[config.mk]
export PLATFORM = sky130hd
export DESIGN_NAME = dpram_bist_ctrl
export DESIGN_NICKNAME = d
export VERILOG_FILES = /design/src/rtl/dpram_bist_ctrl.sv
export SDC_FILE = /design/constraint.sdc
export NUM_CORES = 1
export LEC_CHECK = 0
export ABC_AREA = 1
export CAP_MARGIN = 20
export CORE_UTILIZATION = 35
export CTS_BUF_LIST = sky130_fd_sc_hd__clkbuf_8
export DETAILED_ROUTE_END_ITERATION = 7
export GPL_ROUTABILITY_DRIVEN = 0
export PLACE_DENSITY = 0.63
export SYNTH_ARGS = -nofsm -noshare
export SYNTH_HDL_FRONTEND = slang
export SYNTH_SLANG_ARGS = --single-unit
[constraint.sdc]
create_clock -name clk -period 2.9 [get_ports clk]
set_clock_uncertainty 0.05 [all_clocks]
set_input_delay 0.725 -clock clk [delete_from_list [all_inputs] [get_ports clk]]
set_output_delay 0.725 -clock clk [all_outputs]
set_load 0.05 [all_outputs]
[src/rtl/dpram_bist_ctrl.sv]
`default_nettype none
// ============================================================================
// Module   : dpram_bist_ctrl
// Purpose  : March C- style self-test controller for a 64x8 dual-port RAM.
//            It drives the RAM write and read ports, compares the read data,
//            and reports pass/fail, an error count and the first failing
//            location.
// Ports    : clk, reset (sync, active-high)
//            start                  - test request, honoured only in IDLE
//            busy, done, pass       - run status and result
//            err_count              - saturating miscompare count
//            fail_addr/exp/data     - first miscompare details
//            mem_we/re, mem_wr_addr, mem_rd_addr, mem_wdata, mem_rdata
//                                   - RAM interface (registered outputs)
// Revision : 1.0 - initial release
// ============================================================================
module dpram_bist_ctrl #(
  parameter int                ADDR_W  = 6,
  parameter int                DATA_W  = 8,
  parameter logic [DATA_W-1:0] PATTERN = 8'h55
) (
  input  logic              clk,
  input  logic              reset,
  input  logic              start,
  output logic              busy,
  output logic              done,
  output logic              pass,
  output logic [7:0]        err_count,
  output logic [ADDR_W-1:0] fail_addr,
  output logic [DATA_W-1:0] fail_exp,
  output logic [DATA_W-1:0] fail_data,
  output logic              mem_we,
  output logic              mem_re,
  output logic [ADDR_W-1:0] mem_wr_addr,
  output logic [ADDR_W-1:0] mem_rd_addr,
  output logic [DATA_W-1:0] mem_wdata,
  input  logic [DATA_W-1:0] mem_rdata
);

  localparam logic [ADDR_W-1:0] LAST = '1;

  typedef enum logic [3:0] {
    IDLE, M0, M1, M2, M3, M4, M5, DRAIN, DONE
  } state_t;

  state_t            state, state_n;
  logic [ADDR_W-1:0] addr, addr_n;

  logic              we_n, re_n;
  logic [ADDR_W-1:0] aout_n;
  logic [DATA_W-1:0] wdata_n, exp_n;
  logic [DATA_W-1:0] rd_exp;

  logic              chk_v;
  logic [DATA_W-1:0] chk_exp;
  logic [ADDR_W-1:0] chk_addr;
  logic              mismatch;
  logic [7:0]        err_n;

  assign busy = (state != IDLE) && (state != DONE);
  assign done = (state == DONE);

  // Next state and element address sequencing. Each element hands over to
  // the next one on its last address, so elements run back to back.
  always_comb begin
    state_n = state;
    addr_n  = addr;
    case (state)
      IDLE: if (start) begin state_n = M0; addr_n = '0; end
      M0:   if (addr == LAST) begin state_n = M1; addr_n = '0; end
            else addr_n = addr + 1'b1;
      M1:   if (addr == LAST) begin state_n = M2; addr_n = '0; end
            else addr_n = addr + 1'b1;
      M2:   if (addr == LAST) begin state_n = M3; addr_n = LAST; end
            else addr_n = addr + 1'b1;
      M3:   if (addr == '0) begin state_n = M4; addr_n = LAST; end
            else addr_n = addr - 1'b1;
      M4:   if (addr == '0) begin state_n = M5; addr_n = '0; end
            else addr_n = addr - 1'b1;
      M5:   if (addr == LAST) begin state_n = DRAIN; addr_n = '0; end
            else addr_n = addr + 1'b1;
      DRAIN: state_n = DONE;
      DONE:  state_n = IDLE;
      default: begin state_n = IDLE; addr_n = '0; end
    endcase
  end

  // RAM command decode, evaluated on the next state so that the registered
  // RAM outputs line up with the state they belong to.
  always_comb begin
    we_n    = 1'b0;
    re_n    = 1'b0;
    aout_n  = '0;
    wdata_n = '0;
    exp_n   = '0;
    case (state_n)
      M0: begin we_n = 1'b1;               aout_n = addr_n; wdata_n = PATTERN; end
      M1: begin we_n = 1'b1; re_n = 1'b1;  aout_n = addr_n; wdata_n = ~PATTERN; exp_n = PATTERN;  end
      M2: begin we_n = 1'b1; re_n = 1'b1;  aout_n = addr_n; wdata_n = PATTERN;  exp_n = ~PATTERN; end
      M3: begin we_n = 1'b1; re_n = 1'b1;  aout_n = addr_n; wdata_n = ~PATTERN; exp_n = PATTERN;  end
      M4: begin we_n = 1'b1; re_n = 1'b1;  aout_n = addr_n; wdata_n = PATTERN;  exp_n = ~PATTERN; end
      M5: begin re_n = 1'b1;               aout_n = addr_n; exp_n = PATTERN; end
      default: ;
    endcase
  end

  assign mismatch = chk_v && (mem_rdata != chk_exp);
  assign err_n    = (mismatch && err_count != 8'hFF) ? err_count + 8'd1 : err_count;

  always_ff @(posedge clk) begin
    if (reset) begin
      state       <= IDLE;
      addr        <= '0;
      mem_we      <= 1'b0;
      mem_re      <= 1'b0;
      mem_wr_addr <= '0;
      mem_rd_addr <= '0;
      mem_wdata   <= '0;
      rd_exp      <= '0;
      chk_v       <= 1'b0;
      chk_exp     <= '0;
      chk_addr    <= '0;
      err_count   <= '0;
      pass        <= 1'b0;
      fail_addr   <= '0;
      fail_exp    <= '0;
      fail_data   <= '0;
    end else begin
      state       <= state_n;
      addr        <= addr_n;
      mem_we      <= we_n;
      mem_re      <= re_n;
      mem_wr_addr <= aout_n;
      mem_rd_addr <= aout_n;
      mem_wdata   <= wdata_n;
      rd_exp      <= exp_n;
      // Read data returns one cycle after re, so capture the read context
      // on the same edge the RAM samples the read.
      chk_v       <= mem_re;
      chk_exp     <= rd_exp;
      chk_addr    <= mem_rd_addr;
      if (state == IDLE && start) begin
        err_count <= '0;
        pass      <= 1'b0;
        fail_addr <= '0;
        fail_exp  <= '0;
        fail_data <= '0;
      end else begin
        err_count <= err_n;
        if (mismatch && err_count == 8'd0) begin
          fail_addr <= chk_addr;
          fail_exp  <= chk_exp;
          fail_data <= mem_rdata;
        end
        // DRAIN holds the final compare, so use the post-compare count.
        if (state == DRAIN) pass <= (err_n == 8'd0);
      end
    end
  end

endmodule
`default_nettype wire

### Word-level counts from Yosys, hierarchy flattened

Index checks and enable logic that the tools add are counted.

* bits in registers: 80
* output and inout port bits: 55
* logic and storage cells: 77

* add/subtract/negate cells: 3
* eq/ne operators: 18
* multiplexer cells: 19
* bitwise logic cells: 1
* reduce and logical (&&, ||, !) cells: 21

Operators by type and width (number)
* $pmux W6 S6: 1
* $pmux W4 S8: 1
* $pmux W8 S2: 2
* $mux W6: 5
* $eq A4 B3 Y1 const B: 7
* $mux W4: 7
* $eq A4 B2 Y1 const B: 4
* $logic_not A8 Y1: 2
* $reduce_or A2 Y1: 5
* $reduce_or A5 Y1: 2
* $reduce_or A3 Y1: 3
* $add A8 B1 Y8 const B: 1
* $eq A4 B1 Y1 const B: 2
* $mux W8: 1
* $ne A8 B8 Y1: 1
* $ne A8 B8 Y1 const B: 1
* $add A6 B1 Y6 const B: 1
* $eq A6 B6 Y1 const B: 1
* $logic_not A6 Y1: 1
* $reduce_or A6 Y1: 1
* $sub A6 B1 Y6 const B: 1
* $logic_and A1 B1 Y1: 5
* $eq A4 B4 Y1 const B: 1
* $logic_not A4 Y1: 1
* other kinds (4): 5

### Longest topological paths before layout

* word-level depth: 7
* depth in mapped cells: 13
* depth with buffers taken out: 13

### Worst setup path after synthesis

OpenSTA, ideal clock, no wires.

* path kind: reg2out
* start: register state[1]
* end: output done
* arrival time: 1672 ps
* path slack: 453 ps
* stages on the path, launching flop included: 4
* buffers on the path: 0
* path through: dfxtp_1 -> nor2_1 -> nand2_1 -> nor2_1

* word-level cells in the longest chain between the ends: 1

Ends and longest elaborated chain
* from (decl): line 46 `state_t state, state_n;`
* from (signal assigned): line 129 `state <= state_n;`
* $eq A4 B4 Y1: line 61 `assign done = (state == DONE);`
* to (decl): line 26 `output logic done,`

No other way between the ends.

### Final worst setup path

Ends and elaborated chain as after synthesis.

==> out/qor.yml <==
setup_path:
  cp.required_ns: 2.12
  critical_path.most_common_cell: "nor2_1"
  critical_path.slowest_cell: "clkdlybuf4s50_1"
  arrival_ns: 1.99
  worstPathCellList: "nor2_1 -> nand2_1 -> nor2_1 -> clkdlybuf4s50_1"
  critPathMaxFanout: 5
  start_kind: "flip-flop"
  max_stage_delay_ns: 0.81
  end_kind: "primary output"
  path_class: "flip-flop to primary output"
clock_network:
  post_cts_buffers: 0
  insertion_delay_ns: 0.31
  cts_hold_buf: 0
  cts-htree-levels: 2
  cts_tree: "yes"
  clock_sinks: 56
  cts-root-buf: "clkbuf_8"
  path_clk_slew_ns: 0.11
  cts_resized: 0
  clk_path_buf_depth: 2
  cts_inserted_buffers: 5
run:
  drv_cap: 0
power:
  power_mw: 1.36
  ir_drop_v: 0.000203
  p_per_area_nw_per_um2: 391
  power.leakage_nw: 1.43
placed_design:
  dp_hpwl_mm: 4.56
  io_buffers: 65
logic_synthesis:
  async_reset_ff_frac: 0
  synthFlopType: "dfxtp_1"
  yosysWarnings: 0
  syn_area_per_cell_um2: 7.15
  netlist_instances: 384
  ys_seq_elements: 56
  yosys-top-cells-area: "dfxtp_1 41%, nand2_1 13%, nor2_1 6.6%, inv_1 6.4%, a21oi_1 6.2%"
  synth_area_leader_cell: "dfxtp_1"
  netlist_area_um2: 2750
  yosysSeqAreaShare: 0.408
  synth_cell_type_count: 35
  synth_edf_count: 0
  synth_top_area_share: 0.408
  syn_nets: 399
detailed_routing:
  drtPass1Iterations: 4
  routed_wl_mm: 6.02
  ant_nets: 0
  met3_wirelength_um: 265
  highest-signal-layer: "met4"
  via_count: 2469
  routedWlPerCell_um: 11.3
  route.detailed.drc: 0
  drt_iter0_markers: 102
  dr_wl_met2_mm: 2.80
  vias_per_cell: 4.62
  drt-met1-wl_mm: 2.90
final_layout:
  finalNetCount: 449
  antenna_cells: 0
  layout-drive-gt1-share: 0.0736
  syn_to_final_growth_pct: 26.3
sta:
  max_freq_mhz: 362
  holdWs_ns: 0.361
  worstMarginPinSlew_ns: 0.516
  setup_viol: 0
  fin_tns_setup_ns: 0
  min_period_ns: 2.76
  drv_slew: 0
  hold_violations: 0
  rsz0062_at_grt: "false"
  slew_headroom: 0.655
  min_period_over_period: 0.953
floorplan:
  num_rows: 31
  die-area_um2: 8200
  initial_core_util: 0.371
  design.core.area_um2: 7410
  ioPinCount: 66
  die_y_um: 90.6
  dieWidth_um: 90.6
grt:
  track_usage: 0.150
  grt_max_degree: 21
  antenna_found_initial: 0
  grt_overflow_total: 0
  grt_pass1_wl_mm: 10.2
  grt_pass1_vias: 2230
min_path:
  hp-class: "flip-flop to flip-flop"
status:
  outcome: "finished, final reports clean"
-- sequential cells by signal, indices dropped and copies added (netlist names), 2 cells and up --
register     flops
state            4
mem_wdata        2
chk_exp          2
fail_addr        6
chk_addr         6
err_count        8
addr             6
fail_data        8
fail_exp         2
mem_rd_addr      6
rd_exp           2
-- where the power goes --
part           leakage, nW  switching, mW  internal (mW)
clock network       0.0452          0.266          0.177
registers            0.452        0.00602          0.775
logic                0.937         0.0849         0.0465
-- cell type report --
cell class,instances,area (um2)
clock buffer,5,68.8
inverter,52,195
clock inverter,3,25.0
multi-input combinational,250,1250
fill,752,3940
sequential,56,1120
timing repair buffer,69,681
tap,99,124
-- final timing paths --
path,startpoint,endpoint,slack (ns),depth (start not counted)
setup / recovery,state[1]$_SDFF_PP0_,done,0.14,4
hold / removal,rd_exp[5]$_SDFF_PP0_,chk_exp[5]$_SDFF_PP0_,0.36,2
setup reg to reg,addr[0]$_SDFF_PP0_,mem_rd_addr[1]$_SDFF_PP0_,0.82,11
hold reg to reg,rd_exp[5]$_SDFF_PP0_,chk_exp[5]$_SDFF_PP0_,0.36,2
-- Yosys cell counts (2+ instances only) --
library cell  number
xor2_1             9
o211ai_1           3
ha_1               4
nor2_2             2
nor2_1            48
buf_4             18
inv_1             47
inv_2              5
clkbuf_1           4
a21oi_1           34
dfxtp_1           56
nand3_1           12
nor3_1             4
nand2_1           93
o21ai_0           11
nand3_2            4
nand4_1           11
buf_2              2
-- cell families (layout without fill, tap and decap cells) --
kind of cell	Yosys count	after routing	synth area share
AND/OR/NAND/NOR	181	181	0.292
buffers and inverters	78	129	0.135
flip-flops	56	56	0.408
AO/OA/AOI/OAI	55	55	0.115
XOR/XNOR	10	10	0.0319
adder cells (fa/ha/maj)	4	4	0.0182
-- through the flow --
| stage | area [um2] | setup WS [ns] | util | std cells |
|---|---|---|---|---|
| final | 3470 | 0.137 | 0.468 | 534 |
| after global routing | 3470 | 0.0499 | 0.468 | 534 |
| after CTS | 3470 | 0.147 | 0.468 | 534 |
| after detailed placement | 3380 | 0.349 | 0.456 | 526 |
| after global placement | 3380 | 0.389 | 0.456 | 526 |
| after floorplan | 2750 | 0.453 | - | 384 |
-- metal layers --
layer | vias up | track usage
li1 | 1295 | -
met1 | 1110 | 0.194
met2 | 59 | 0.249
met3 | 5 | 0.0328
met4 | 0 | 0.0430
met5 | - | 0
-- critical path, delay by kind of cell (launching register included) --
kind                   cells  cell delay [ns]
and+or+nand+nor            3             0.52
DFF                        1             0.36
buffers and inverters      1             0.81
-- placed cells by master (no fill, tap or decap), drive strengths merged, types with 3 or more instances in the layout --
cell type	synthesis	routed
o21ai	13	13
dfxtp	56	56
nand3	16	16
clkbuf	4	5
nor3	6	6
nand4	12	12
buf	22	4
o211ai	3	3
nand2	95	95
xor2	9	9
a21oi	35	35
inv	52	54
nor2	50	50
ha	4	4
clkdlybuf4s50	0	65
No activity file was read; power rests on OpenSTA's default activity.
